**src/rtl/fifo_read_ctrl.sv**
```systemverilog
// Read-side controller for the synchronous FIFO: owns the read pointer,
// drives the synchronous-read memory port and presents data to the consumer
// either one cycle after request (standard) or first-word-fall-through.
module fifo_read_ctrl #(
    parameter int unsigned MEM_DEPTH  = 16,
    parameter int unsigned DATA_WIDTH = 8,
    parameter int unsigned ADDR_WIDTH = $clog2(MEM_DEPTH),
    parameter int unsigned FWFT       = 0,
    parameter int unsigned AE_LEVEL   = 2
) (
    input  logic                  clk,
    input  logic                  reset,
    input  logic [ADDR_WIDTH:0]   wr_ptr,
    input  logic                  rd_ready,
    input  logic [DATA_WIDTH-1:0] mem_rd_data,
    output logic                  mem_rd_en,
    output logic [ADDR_WIDTH-1:0] rd_addr,
    output logic [ADDR_WIDTH:0]   rd_ptr,
    output logic [DATA_WIDTH-1:0] rd_data,
    output logic                  rd_valid,
    output logic                  rd_empty,
    output logic                  rd_almost_empty,
    output logic [ADDR_WIDTH:0]   rd_level,
    output logic                  rd_underflow
);

    localparam int unsigned PTR_W = ADDR_WIDTH + 1;

    logic [PTR_W-1:0] r_rd_ptr;
    logic [PTR_W-1:0] w_mem_level;
    logic             w_mem_empty;
    logic             w_mem_rd_en;
    logic [PTR_W-1:0] w_rd_level;

    // Pointer difference with the extra wrap bit gives 0..MEM_DEPTH words in memory.
    assign w_mem_level = wr_ptr - r_rd_ptr;
    assign w_mem_empty = (w_mem_level == '0);

    // Read pointer advances once per memory read and wraps naturally.
    always_ff @(posedge clk or posedge reset) begin
        if (reset) begin
            r_rd_ptr <= '0;
        end else if (w_mem_rd_en) begin
            r_rd_ptr <= r_rd_ptr + PTR_W'(1);
        end
    end

    if (FWFT == 0) begin : g_std
        logic r_valid;
        logic r_underflow;

        assign w_mem_rd_en = rd_ready & ~w_mem_empty;

        // Data lands one cycle after the strobe; a request while empty flags underflow.
        always_ff @(posedge clk or posedge reset) begin
            if (reset) begin
                r_valid     <= 1'b0;
                r_underflow <= 1'b0;
            end else begin
                r_valid     <= w_mem_rd_en;
                r_underflow <= rd_ready & w_mem_empty;
            end
        end

        assign rd_valid     = r_valid;
        assign rd_data      = mem_rd_data;
        assign rd_empty     = w_mem_empty;
        assign w_rd_level   = w_mem_level;
        assign rd_underflow = r_underflow;
    end else begin : g_fwft
        logic                  r_hold_valid;
        logic                  r_fetch_pending;
        logic [DATA_WIDTH-1:0] r_hold_reg;
        logic                  w_valid;
        logic                  w_pop;
        logic                  w_capture;

        // Head word is either arriving from memory now or parked in the hold register.
        assign w_valid     = r_hold_valid | r_fetch_pending;
        assign w_pop       = rd_ready & w_valid;
        assign w_mem_rd_en = ~w_mem_empty & (~w_valid | w_pop);
        assign w_capture   = r_fetch_pending & ~w_pop;

        // One-word output stage: park an unconsumed fetch, release on pop.
        always_ff @(posedge clk or posedge reset) begin
            if (reset) begin
                r_fetch_pending <= 1'b0;
                r_hold_valid    <= 1'b0;
                r_hold_reg      <= '0;
            end else begin
                r_fetch_pending <= w_mem_rd_en;
                if (w_capture) begin
                    r_hold_reg   <= mem_rd_data;
                    r_hold_valid <= 1'b1;
                end else if (w_pop) begin
                    r_hold_valid <= 1'b0;
                end
            end
        end

        assign rd_valid     = w_valid;
        assign rd_data      = r_fetch_pending ? mem_rd_data : r_hold_reg;
        assign rd_empty     = ~w_valid;
        assign w_rd_level   = w_mem_level + PTR_W'(w_valid);
        assign rd_underflow = 1'b0;
    end

    assign mem_rd_en       = w_mem_rd_en;
    assign rd_ptr          = r_rd_ptr;
    assign rd_addr         = r_rd_ptr[ADDR_WIDTH-1:0];
    assign rd_level        = w_rd_level;
    assign rd_almost_empty = (w_rd_level <= PTR_W'(AE_LEVEL));

endmodule

```
**config.mk**
```make
export PLATFORM = sky130hd
export DESIGN_NAME = fifo_read_ctrl
export DESIGN_NICKNAME = d
export VERILOG_FILES = /design/src/rtl/fifo_read_ctrl.sv
export SDC_FILE = /design/constraint.sdc
export NUM_CORES = 1
export LEC_CHECK = 0
export CORE_MARGIN = 3
export CORE_UTILIZATION = 35
export CTS_CLUSTER_DIAMETER = 80
export CTS_CLUSTER_SIZE = 28
export DETAILED_ROUTE_END_ITERATION = 10
export HOLD_SLACK_MARGIN = 0.03
export PLACE_DENSITY = 0.85
export SKIP_LAST_GASP = 1
export SLEW_MARGIN = 20
export SYNTH_ARGS = -nofsm -noshare
export SYNTH_HDL_FRONTEND = slang
export SYNTH_SLANG_ARGS = --single-unit
```
**constraint.sdc**
```tcl
create_clock -name clk -period 2.45 [get_ports clk]
set_input_delay 0.245 -clock clk [delete_from_list [all_inputs] [get_ports clk]]
set_output_delay 0.245 -clock clk [all_outputs]
set_load 0.005 [all_outputs]
```
==> impl_metrics.yaml, run 1 <==
cts:
  htreeDepth: 1
  clk_path_buf_depth: 2
  cts.hold.buffers_added: 0
  worstSkewPairLatency_ns: 0.27
  cts.sinks: 7
  clk_pin_slew_worst_paths_ns: 0.06
  cts_root_buffer_type: "sky130_fd_sc_hd__clkbuf_4"
  tritoncts.num_buffers: 3
  tritoncts: "built"
synth:
  yosysUniqueCellTypes: 21
  synth_largest_type_area_fraction_pct: 27.0
  post_synth.cell_area_avg_um2: 9.97
  synth.largest_area_cell: "sky130_fd_sc_hd__dfrtp_1"
  synth.net_count: 87
  mappedNetlistArea_um2: 648
  synth_seq_cells: 7
  synthesis.instances: 65
  post_synth_main_area_contributors: "sky130_fd_sc_hd__dfrtp_1 27%, sky130_fd_sc_hd__buf_4 14%, sky130_fd_sc_hd__ha_1 9.7%, sky130_fd_sc_hd__xnor2_1 9.5%, sky130_fd_sc_hd__inv_1 5.2%"
  synth-warning-count: 0
  synth_sequential_area_ratio_pct: 27.0
sta:
  period_share_pct: 102
  timing_hold_violations_final: 0
  drv_slew: 0
  setup_violations: 4
  max-slew-margin-rel_pct: 77.3
  finalWorstPathRequiredPeriod_ns: 2.50
  rsz0062_at_grt: "true"
  setup_slack_ns: -0.0463
  fin_skew_ns: 0.00594
  top_achievable_clock_speed_mhz: 401
  worst_slew_pin_slew_ns: 0.335
finish:
  layout-drive-gt1-share_pct: 40.4
  final_core_density_pct: 66.4
  nNetsFinal: 127
  area_growth_syn_to_layout_pct: 66.8
  antenna_cells_inserted: 0
  postLayoutCellArea_um2: 1080
  final-instance-count-excl-fill: 128
  fillCellCount: 130
drt:
  route.detailed.vias_per_inst: 4.42
  ant_nets: 0
  remaining_drc_errors: 0
  detail_route.iter0.violations: 1
  drt_total_wl_um: 1650
  wl_per_cell_um: 12.9
  drt_first_pass_iters: 4
  vias: 566
placed_design:
  place_area_um2: 938
  place_congestion: 0.775
  detailedPlace.worstSlack_ns: -0.507
  dp_hpwl_um: 1190
  place_inst: 115
  io_buffers: 26
pwr:
  final_total_pwr_mw: 1.79
  vdd_ir_drop_max_uv: 1000
  powerDensity_nw_per_um2: 1660
  p_int_mw: 1.10
  cellLeakagePower_nw: 0.518
  combinationalPowerShare_pct: 81.7
  p_sw_mw: 0.697
  seqPwrFrac_pct: 11.9
  p_clk_share_pct: 6.4
  power.share.switching_pct: 38.9
critical_path:
  end_kind: "output pin"
  ws_path_type: "register to output pin"
  critical_path_stages: 9
  r2r_cells: 10
  cpMostUsedCell: "sky130_fd_sc_hd__buf_6"
  crit_fanout: 4
  regToRegStartpoint: "rd_ptr[0]"
  cp_slowest_stage_delay_ns: 0.40
  regToRegEndpoint: "rd_ptr[1]"
  rrSetupSlack_ns: 0
  arrival_ns: 2.25
  worstSetupEndpoint: "rd_almost_empty"
  cp_cell_sequence: "ha_2, fa_2, nand2b_4, a21oi_4, buf_6, mux2i_4, buf_6, a211oi_2, buf_2"
  cp_slowest_cell: "sky130_fd_sc_hd__dfrtp_1"
  launching_element_of_the_worst_setup_path: "rd_ptr[0]"
  path_delay_family: "adder cells"
  worst_ep_required_time_ns: 2.20
  path_buf_inv: 3
  worst_setup_path_start_kind: "register"
status:
  outcome: "finished with violations"
  violations: "negative setup slack"
global_route:
  grt_use_total_pct: 15.2
  grt_antenna_before_repair: 0
  globalRoute.totalOverflow: 0
  grt_first_pass_wirelength_um: 2770
  grt_max_degree: 8
  vias_in_the_first_global_route: 576
die:
  coreArea_um2: 1630
  die_width_um: 49.0
  starting_density_pct: 39.8
  fp.dieArea_um2: 2400
  die_y_um: 49.0
  num_io_pins: 43
  row_count: 14
min_path:
  min_path_type: "primary input to asynchronous set/reset pin"
flow_run:
  maxCapViolCount: 0
## per-stage QoR
step	TNS (ns)	hold slack (ns)
final	-0.135	0.207
after detailed placement	-2.52	0.490
after floorplan	0	0.0484
after global routing	-0.440	0.227
after global placement	-2.00	0.487
after CTS	-0.352	0.204
## cell usage in the layout (no fill, tap or decap), types with 2 or more instances in the layout
cell / n
sky130_fd_sc_hd__nor2_1: 4
sky130_fd_sc_hd__buf_2: 2
sky130_fd_sc_hd__inv_1: 9
sky130_fd_sc_hd__a21oi_4: 2
sky130_fd_sc_hd__xnor2_1: 6
sky130_fd_sc_hd__buf_4: 18
sky130_fd_sc_hd__dfrtp_1: 7
sky130_fd_sc_hd__and3_1: 2
sky130_fd_sc_hd__ha_1: 4
sky130_fd_sc_hd__clkbuf_4: 3
sky130_fd_sc_hd__clkdlybuf4s50_1: 19
sky130_fd_sc_hd__dlymetal6s2s_1: 2
sky130_fd_sc_hd__o311ai_1: 3
sky130_fd_sc_hd__buf_6: 3
sky130_fd_sc_hd__nor2_2: 2
sky130_fd_sc_hd__clkbuf_2: 2
## repair_timing
action,4_1_cts,5_1_grt
endpoints found under the setup margin,6,9
gates resized for setup,21,9
buffers inserted,6,3
pin swaps,5,6
## flip-flops by register name, summed over array words and instances (netlist names)
signal / flops
rd_valid: 1
rd_ptr: 5
rd_underflow: 1
## worst reg2reg max path: cells and delay by family, from the launching register on
family,cells,cell delay [ns]
buffers and inverters,3,0.39
AOI/OAI and AO/OA,2,0.24
muxes,2,0.58
and+or+nand+nor,1,0.16
DFF,1,0.40
adders and majority gates,2,0.57
## worst min-delay path by stage
stage	from	to	slack (ns)	cells past startpoint
floorplan	reset	rd_ptr[0]	0.05	1
global placement	reset	rd_ptr[3]	0.49	2
detailed placement	mem_rd_data[7]	rd_data[7]	0.49	0
CTS	reset	rd_valid	0.20	2
global route	reset	rd_ptr[4]	0.23	2
finish	reset	rd_valid	0.21	2
## layout make-up
type / count / area [um^2] / area share [%]
inverter: 9 / 33.8 / 3.12
clock buffer: 4 / 26.3 / 2.43
timing repair buffer: 47 / 413 / 38.2
sequential: 7 / 175 / 16.2
multi-input combinational: 37 / 403 / 37.3
tap: 24 / 30.0 / 2.78
## kinds of logic (layout without fill, tap and decap cells)
logic type,after synthesis,in the layout,synth area share [%]
AND/OR/NAND/NOR,13,13,9.65
XOR/XNOR,9,9,13.3
multiplexers,2,2,5.79
flip-flops,7,7,27.0
buffers and inverters,21,60,19.1
AO/OA/AOI/OAI,7,7,12.4
adder cells (fa/ha/maj),6,6,12.7
## power by group through the flow
stage / Sequential (mW) / Clock [mW] / Combinational [mW]
4_1_cts: 0.214 / 0.120 / 1.38
5_1_grt: 0.218 / 0.128 / 1.59
3_5_place_dp: 0.215 / 0 / 1.17
2_1_floorplan: 0.233 / 0 / 0.565
6_report: 0.213 / 0.114 / 1.47
3_3_place_gp: 0.211 / 0 / 1.15
## synthesized netlist by cell type
cell type / instances
sky130_fd_sc_hd__nand2_1: 1
sky130_fd_sc_hd__nand2b_1: 2
sky130_fd_sc_hd__xnor2_1: 7
sky130_fd_sc_hd__and3_1: 2
sky130_fd_sc_hd__ha_1: 5
sky130_fd_sc_hd__buf_4: 12
sky130_fd_sc_hd__o311ai_1: 3
sky130_fd_sc_hd__a21oi_2: 1
sky130_fd_sc_hd__mux2i_4: 1
sky130_fd_sc_hd__fa_1: 1
sky130_fd_sc_hd__mux2_4: 1
sky130_fd_sc_hd__dfrtp_1: 7
sky130_fd_sc_hd__and2_1: 1
sky130_fd_sc_hd__nor3_1: 1
sky130_fd_sc_hd__o31ai_4: 1
sky130_fd_sc_hd__a21oi_4: 1
sky130_fd_sc_hd__xor2_2: 1
sky130_fd_sc_hd__a211oi_1: 1
sky130_fd_sc_hd__inv_1: 9
sky130_fd_sc_hd__nor2_1: 6
sky130_fd_sc_hd__xor2_1: 1
## metal layers
| layer | vias up | routed length (um) | GRT usage [%] |
|---|---|---|---|
| met4 | 0 | 25 | 4.74 |
| met1 | 264 | 720 | 18.7 |
| li1 | 279 | - | - |
| met2 | 18 | 810 | 25.1 |
| met5 | - | 0 | 0 |
| met3 | 5 | 93 | 4.89 |
(Power assumes the default switching activity.)
==> run 2: changes to the inputs <==
==> constraint.sdc (replaced) <==
create_clock -name clk -period 2.45 [get_ports clk]
set_input_delay 0.245 -clock clk [delete_from_list [all_inputs] [get_ports clk]]
set_output_delay 0.245 -clock clk [all_outputs]
set_load 0.1 [all_outputs]
==> impl_metrics.yaml, run 2 (synthesized netlist as in run 1, its figures left out) <==
placed_design:
  place_inst: 112
  place_area_um2: 1070
  dp_hpwl_um: 1230
  io_buffers: 26
  place_congestion: 0.756
critical_path:
  worst_setup_path_start_kind: "primary input"
  arrival_ns: 2.39
  regToRegStartpoint: "rd_ptr[0]"
  ws_path_type: "primary input to output pin"
  worst_ep_required_time_ns: 2.20
  crit_fanout: 2
  r2r_cells: 10
  regToRegEndpoint: "rd_ptr[2]"
  end_kind: "output pin"
  rrSetupSlack_ns: 0.01
sta:
  timing_hold_violations_final: 0
  drv_slew: 0
  setup_slack_ns: -0.184
  worst_slew_pin_slew_ns: 0.324
  finalWorstPathRequiredPeriod_ns: 2.63
  setup_violations: 4
  max-slew-margin-rel_pct: 78.1
  fin_skew_ns: 0.00460
  period_share_pct: 108
  hold-worst-slack_ns: 0.225
  rsz0062_at_grt: "true"
  top_achievable_clock_speed_mhz: 380
die:
  die_y_um: 49.0
  starting_density_pct: 39.8
  fp.dieArea_um2: 2400
  coreArea_um2: 1630
  num_io_pins: 43
  row_count: 14
  die_width_um: 49.0
drt:
  route.detailed.vias_per_inst: 4.39
  drt_first_pass_iters: 3
  wl_per_cell_um: 12.6
  ant_nets: 0
  drt_total_wl_um: 1530
  vias: 536
  detail_route.iter0.violations: 7
  remaining_drc_errors: 0
finish:
  postLayoutCellArea_um2: 1160
  largest_register_ffs: 5
  final-instance-count-excl-fill: 122
  nNetsFinal: 121
  mostFrequentLayoutCell: "sky130_fd_sc_hd__buf_4"
  area_growth_syn_to_layout_pct: 79.7
  highest_count_cells_in_the_layout_ignoring_fill_and_taps: "23 x sky130_fd_sc_hd__buf_4, 8 x sky130_fd_sc_hd__inv_1, 8 x sky130_fd_sc_hd__buf_12"
  antenna_cells_inserted: 0
  multi_input_comb_area_um2: 449
  fillCellCount: 133
  layout-drive-gt1-share_pct: 58.2
  final-seq-area_um2: 185
cts:
  cts_root_buffer_type: "sky130_fd_sc_hd__clkbuf_4"
  htreeDepth: 1
  tritoncts.num_buffers: 3
  worstSkewPairLatency_ns: 0.26
  cts.sinks: 7
  clk_pin_slew_worst_paths_ns: 0.06
  tritoncts: "built"
  clk_path_buf_depth: 2
global_route:
  grt_antenna_before_repair: 0
  grt_use_total_pct: 14.5
  grt_first_pass_wirelength_um: 2640
  globalRoute.totalOverflow: 0
  vias_in_the_first_global_route: 580
  grt_max_degree: 8
status:
  outcome: "finished with violations"
  violations: "negative setup slack"
min_path:
  min_path_type: "primary input to asynchronous set/reset pin"
flow_run:
  maxCapViolCount: 0
[run 2: worst max-delay path: stages]
cell	delay (ns)
sky130_fd_sc_hd__clkdlybuf4s50_1	0.46
sky130_fd_sc_hd__inv_1	0.06
sky130_fd_sc_hd__ha_4	0.16
sky130_fd_sc_hd__fa_2	0.39
sky130_fd_sc_hd__nand2b_4	0.17
sky130_fd_sc_hd__a21oi_4	0.18
sky130_fd_sc_hd__mux2i_4	0.10
sky130_fd_sc_hd__o31ai_4	0.25
sky130_fd_sc_hd__clkinvlp_4	0.18
sky130_fd_sc_hd__buf_12	0.19
[run 2: cell type report]
type	count	area share (%)
well taps	24	2.58
multi-input cells	37	38.6
repair buffers	41	37.5
flip-flops and latches	7	15.9
inverters	9	3.22
clock buffers	4	2.26
[run 2: what timing repair did]
action,4_1_cts,5_1_grt
resized for setup,2,2
endpoints found under the setup margin,4,5
setup buffers,4,6
cloned,0,0
hold buffers,0,0
[run 2: worst max-delay path by stage]
stage	from	endpoint	slack [ns]	cells past startpoint
4_1_cts	rd_ptr[0]	mem_rd_en	-0.15	8
3_5_place_dp	wr_ptr[0]	rd_ptr[1]	-0.21	10
3_3_place_gp	wr_ptr[0]	mem_rd_en	-0.18	10
6_report	wr_ptr[0]	mem_rd_en	-0.18	10
5_1_grt	rd_ptr[0]	mem_rd_en	-0.28	8
2_1_floorplan	rd_ptr[0]	mem_rd_en	-0.60	7
[run 2: stage by stage]
step                worst slack (ns)  setup TNS [ns]  util, %
CTS                           -0.154          -0.455     70.1
global route                  -0.277           -1.13     71.5
detailed placement            -0.213           -1.27     66.0
floorplan                     -0.599           -4.30        -
global placement              -0.176          -0.901     66.0
finish                        -0.184          -0.524     71.5
[run 2: per-layer routing]
layer | vias to the layer above | part of all wire [%] | global-route usage (%) | wire (um)
li1 | 265 | - | - | -
met1 | 246 | 40 | 15.5 | 610
met2 | 23 | 53 | 25.8 | 806
met3 | 2 | 6.9 | 5.81 | 106
met4 | 0 | 0.72 | 4.27 | 11
met5 | - | 0 | 0 | 0
Power of run 2 is not shown: default switching activity piles up to over one toggle a cycle in this logic, so the estimate is an artifact.
==> run 3: changes to the inputs <==
--- a/config.mk
+++ b/config.mk
@@ -6,12 +6,12 @@
 export NUM_CORES = 1
 export LEC_CHECK = 0
 export CORE_MARGIN = 3
-export CORE_UTILIZATION = 35
+export CORE_UTILIZATION = 40
 export CTS_CLUSTER_DIAMETER = 80
 export CTS_CLUSTER_SIZE = 28
 export DETAILED_ROUTE_END_ITERATION = 10
-export HOLD_SLACK_MARGIN = 0.03
-export PLACE_DENSITY = 0.85
+export DONT_BUFFER_PORTS = 1
+export PLACE_DENSITY = 0.6
 export SKIP_LAST_GASP = 1
 export SLEW_MARGIN = 20
 export SYNTH_ARGS = -nofsm -noshare
==> impl_metrics.yaml, run 3 (synthesized netlist as in run 1, its figures left out) <==
placed_design:
  place_inst: 86
  io_buffers: 0
  place_area_um2: 868
  place_congestion: 0.808
  dp_hpwl_um: 1130
finish:
  area_growth_syn_to_layout_pct: 43.4
  antenna_cells_inserted: 0
  fillCellCount: 124
  postLayoutCellArea_um2: 930
  final-instance-count-excl-fill: 92
  multi_input_comb_area_um2: 452
  nNetsFinal: 100
  mostFrequentLayoutCell: "sky130_fd_sc_hd__buf_4"
  highest_count_cells_in_the_layout_ignoring_fill_and_taps: "13 x sky130_fd_sc_hd__buf_4, 8 x sky130_fd_sc_hd__inv_1, 5 x sky130_fd_sc_hd__xnor2_1"
  final-seq-area_um2: 185
  largest_register_ffs: 5
  final_core_density_pct: 65.7
  layout-drive-gt1-share_pct: 55.8
global_route:
  grt_max_degree: 8
  grt_first_pass_wirelength_um: 2350
  vias_in_the_first_global_route: 523
  grt_antenna_before_repair: 0
  grt_use_total_pct: 16.3
  globalRoute.totalOverflow: 0
critical_path:
  path_delay_family: "adder cells"
  cp_cell_sequence: "ha_4, fa_2, nand2b_4, a21oi_4, mux2i_4, o31ai_4, clkinvlp_4, buf_12"
  r2r_cells: 8
  cp_slowest_stage_delay_ns: 0.49
  regToRegEndpoint: "rd_ptr[1]"
  rrSetupSlack_ns: 0.12
  cp_slowest_cell: "sky130_fd_sc_hd__dfrtp_4"
  path_buf_inv: 2
  worst_setup_path_start_kind: "register"
  arrival_ns: 2.32
  worst_ep_required_time_ns: 2.20
  ws_path_type: "register to output pin"
  regToRegStartpoint: "rd_ptr[0]"
  end_kind: "output pin"
  crit_fanout: 2
die:
  fp.dieArea_um2: 2140
  starting_density_pct: 45.8
  num_io_pins: 43
  row_count: 13
  die_y_um: 46.3
  die_width_um: 46.3
  coreArea_um2: 1420
cts:
  tritoncts.num_buffers: 3
  tritoncts: "built"
  worstSkewPairLatency_ns: 0.25
  cts_root_buffer_type: "sky130_fd_sc_hd__clkbuf_4"
  cts.sinks: 7
  htreeDepth: 1
  clk_path_buf_depth: 2
  clk_pin_slew_worst_paths_ns: 0.06
drt:
  wl_per_cell_um: 15.1
  remaining_drc_errors: 0
  drt_first_pass_iters: 4
  vias: 473
  drt_total_wl_um: 1390
  detail_route.iter0.violations: 4
  ant_nets: 0
  route.detailed.vias_per_inst: 5.14
sta:
  setup_violations: 3
  max-slew-margin-rel_pct: 42.7
  setup_slack_ns: -0.116
  period_share_pct: 105
  rsz0062_at_grt: "true"
  fin_skew_ns: 0.00324
  top_achievable_clock_speed_mhz: 390
  worst_slew_pin_slew_ns: 0.860
  timing_hold_violations_final: 0
  finalWorstPathRequiredPeriod_ns: 2.57
  drv_slew: 0
status:
  violations: "negative setup slack"
  outcome: "finished with violations"
min_path:
  min_path_cells: 1
  hold_path.startpoint: "rd_ready"
  timing.hold.worst_endpoint: "rd_underflow"
  min_path_type: "primary input to register"
flow_run:
  maxCapViolCount: 0
-- run 3: per-stage QoR --
step / setup TNS [ns] / setup WS (ns) / hold WS (ns)
floorplan: -4.30 / -0.599 / 0.0483
global placement: 0 / 0.0799 / 0.0858
detailed placement: 0 / 0.0352 / 0.0839
CTS: -0.509 / -0.186 / 0.114
global route: -0.674 / -0.234 / 0.115
finish: -0.337 / -0.116 / 0.118
-- run 3: repair_timing --
| action | 4_1_cts | 5_1_grt |
|---|---|---|
| pin swaps | 2 | 2 |
| resized for setup | 1 | 3 |
| hold buffers | 1 | 0 |
| buffers inserted | 1 | 0 |
| endpoints found under the hold margin | 7 | 0 |
| setup endpoints to repair | 3 | 6 |
-- run 3: how the worst max path moves through the flow --
stage,start,cells past startpoint,endpoint,slack (ns)
2_1_floorplan,rd_ptr[0],7,mem_rd_en,-0.60
3_3_place_gp,rd_ptr[0],8,mem_rd_en,0.08
3_5_place_dp,rd_ptr[0],8,mem_rd_en,0.04
4_1_cts,rd_ptr[0],8,mem_rd_en,-0.19
5_1_grt,rd_ptr[0],8,mem_rd_en,-0.23
6_report,rd_ptr[0],8,mem_rd_en,-0.12
-- run 3: area by class of cell --
cell class              instances  area share (%)
clock buffers                   4            2.83
inverters                       9            4.04
multi-input cells              37            48.6
flip-flops and latches          7            19.9
well taps                      15            2.02
repair buffers                 20            22.6
-- run 3: per-layer routing --
| metal | track usage [%] | vias to the layer above | part of all wire (%) | routed length (um) |
|---|---|---|---|---|
| li1 | - | 223 | - | - |
| met1 | 19.1 | 226 | 40 | 560 |
| met2 | 23.6 | 16 | 50 | 691 |
| met3 | 5.86 | 8 | 7.9 | 110 |
| met4 | 13.1 | 0 | 1.9 | 26 |
| met5 | 0 | - | 0 | 0 |
Power of run 3 is left out for the same reason.
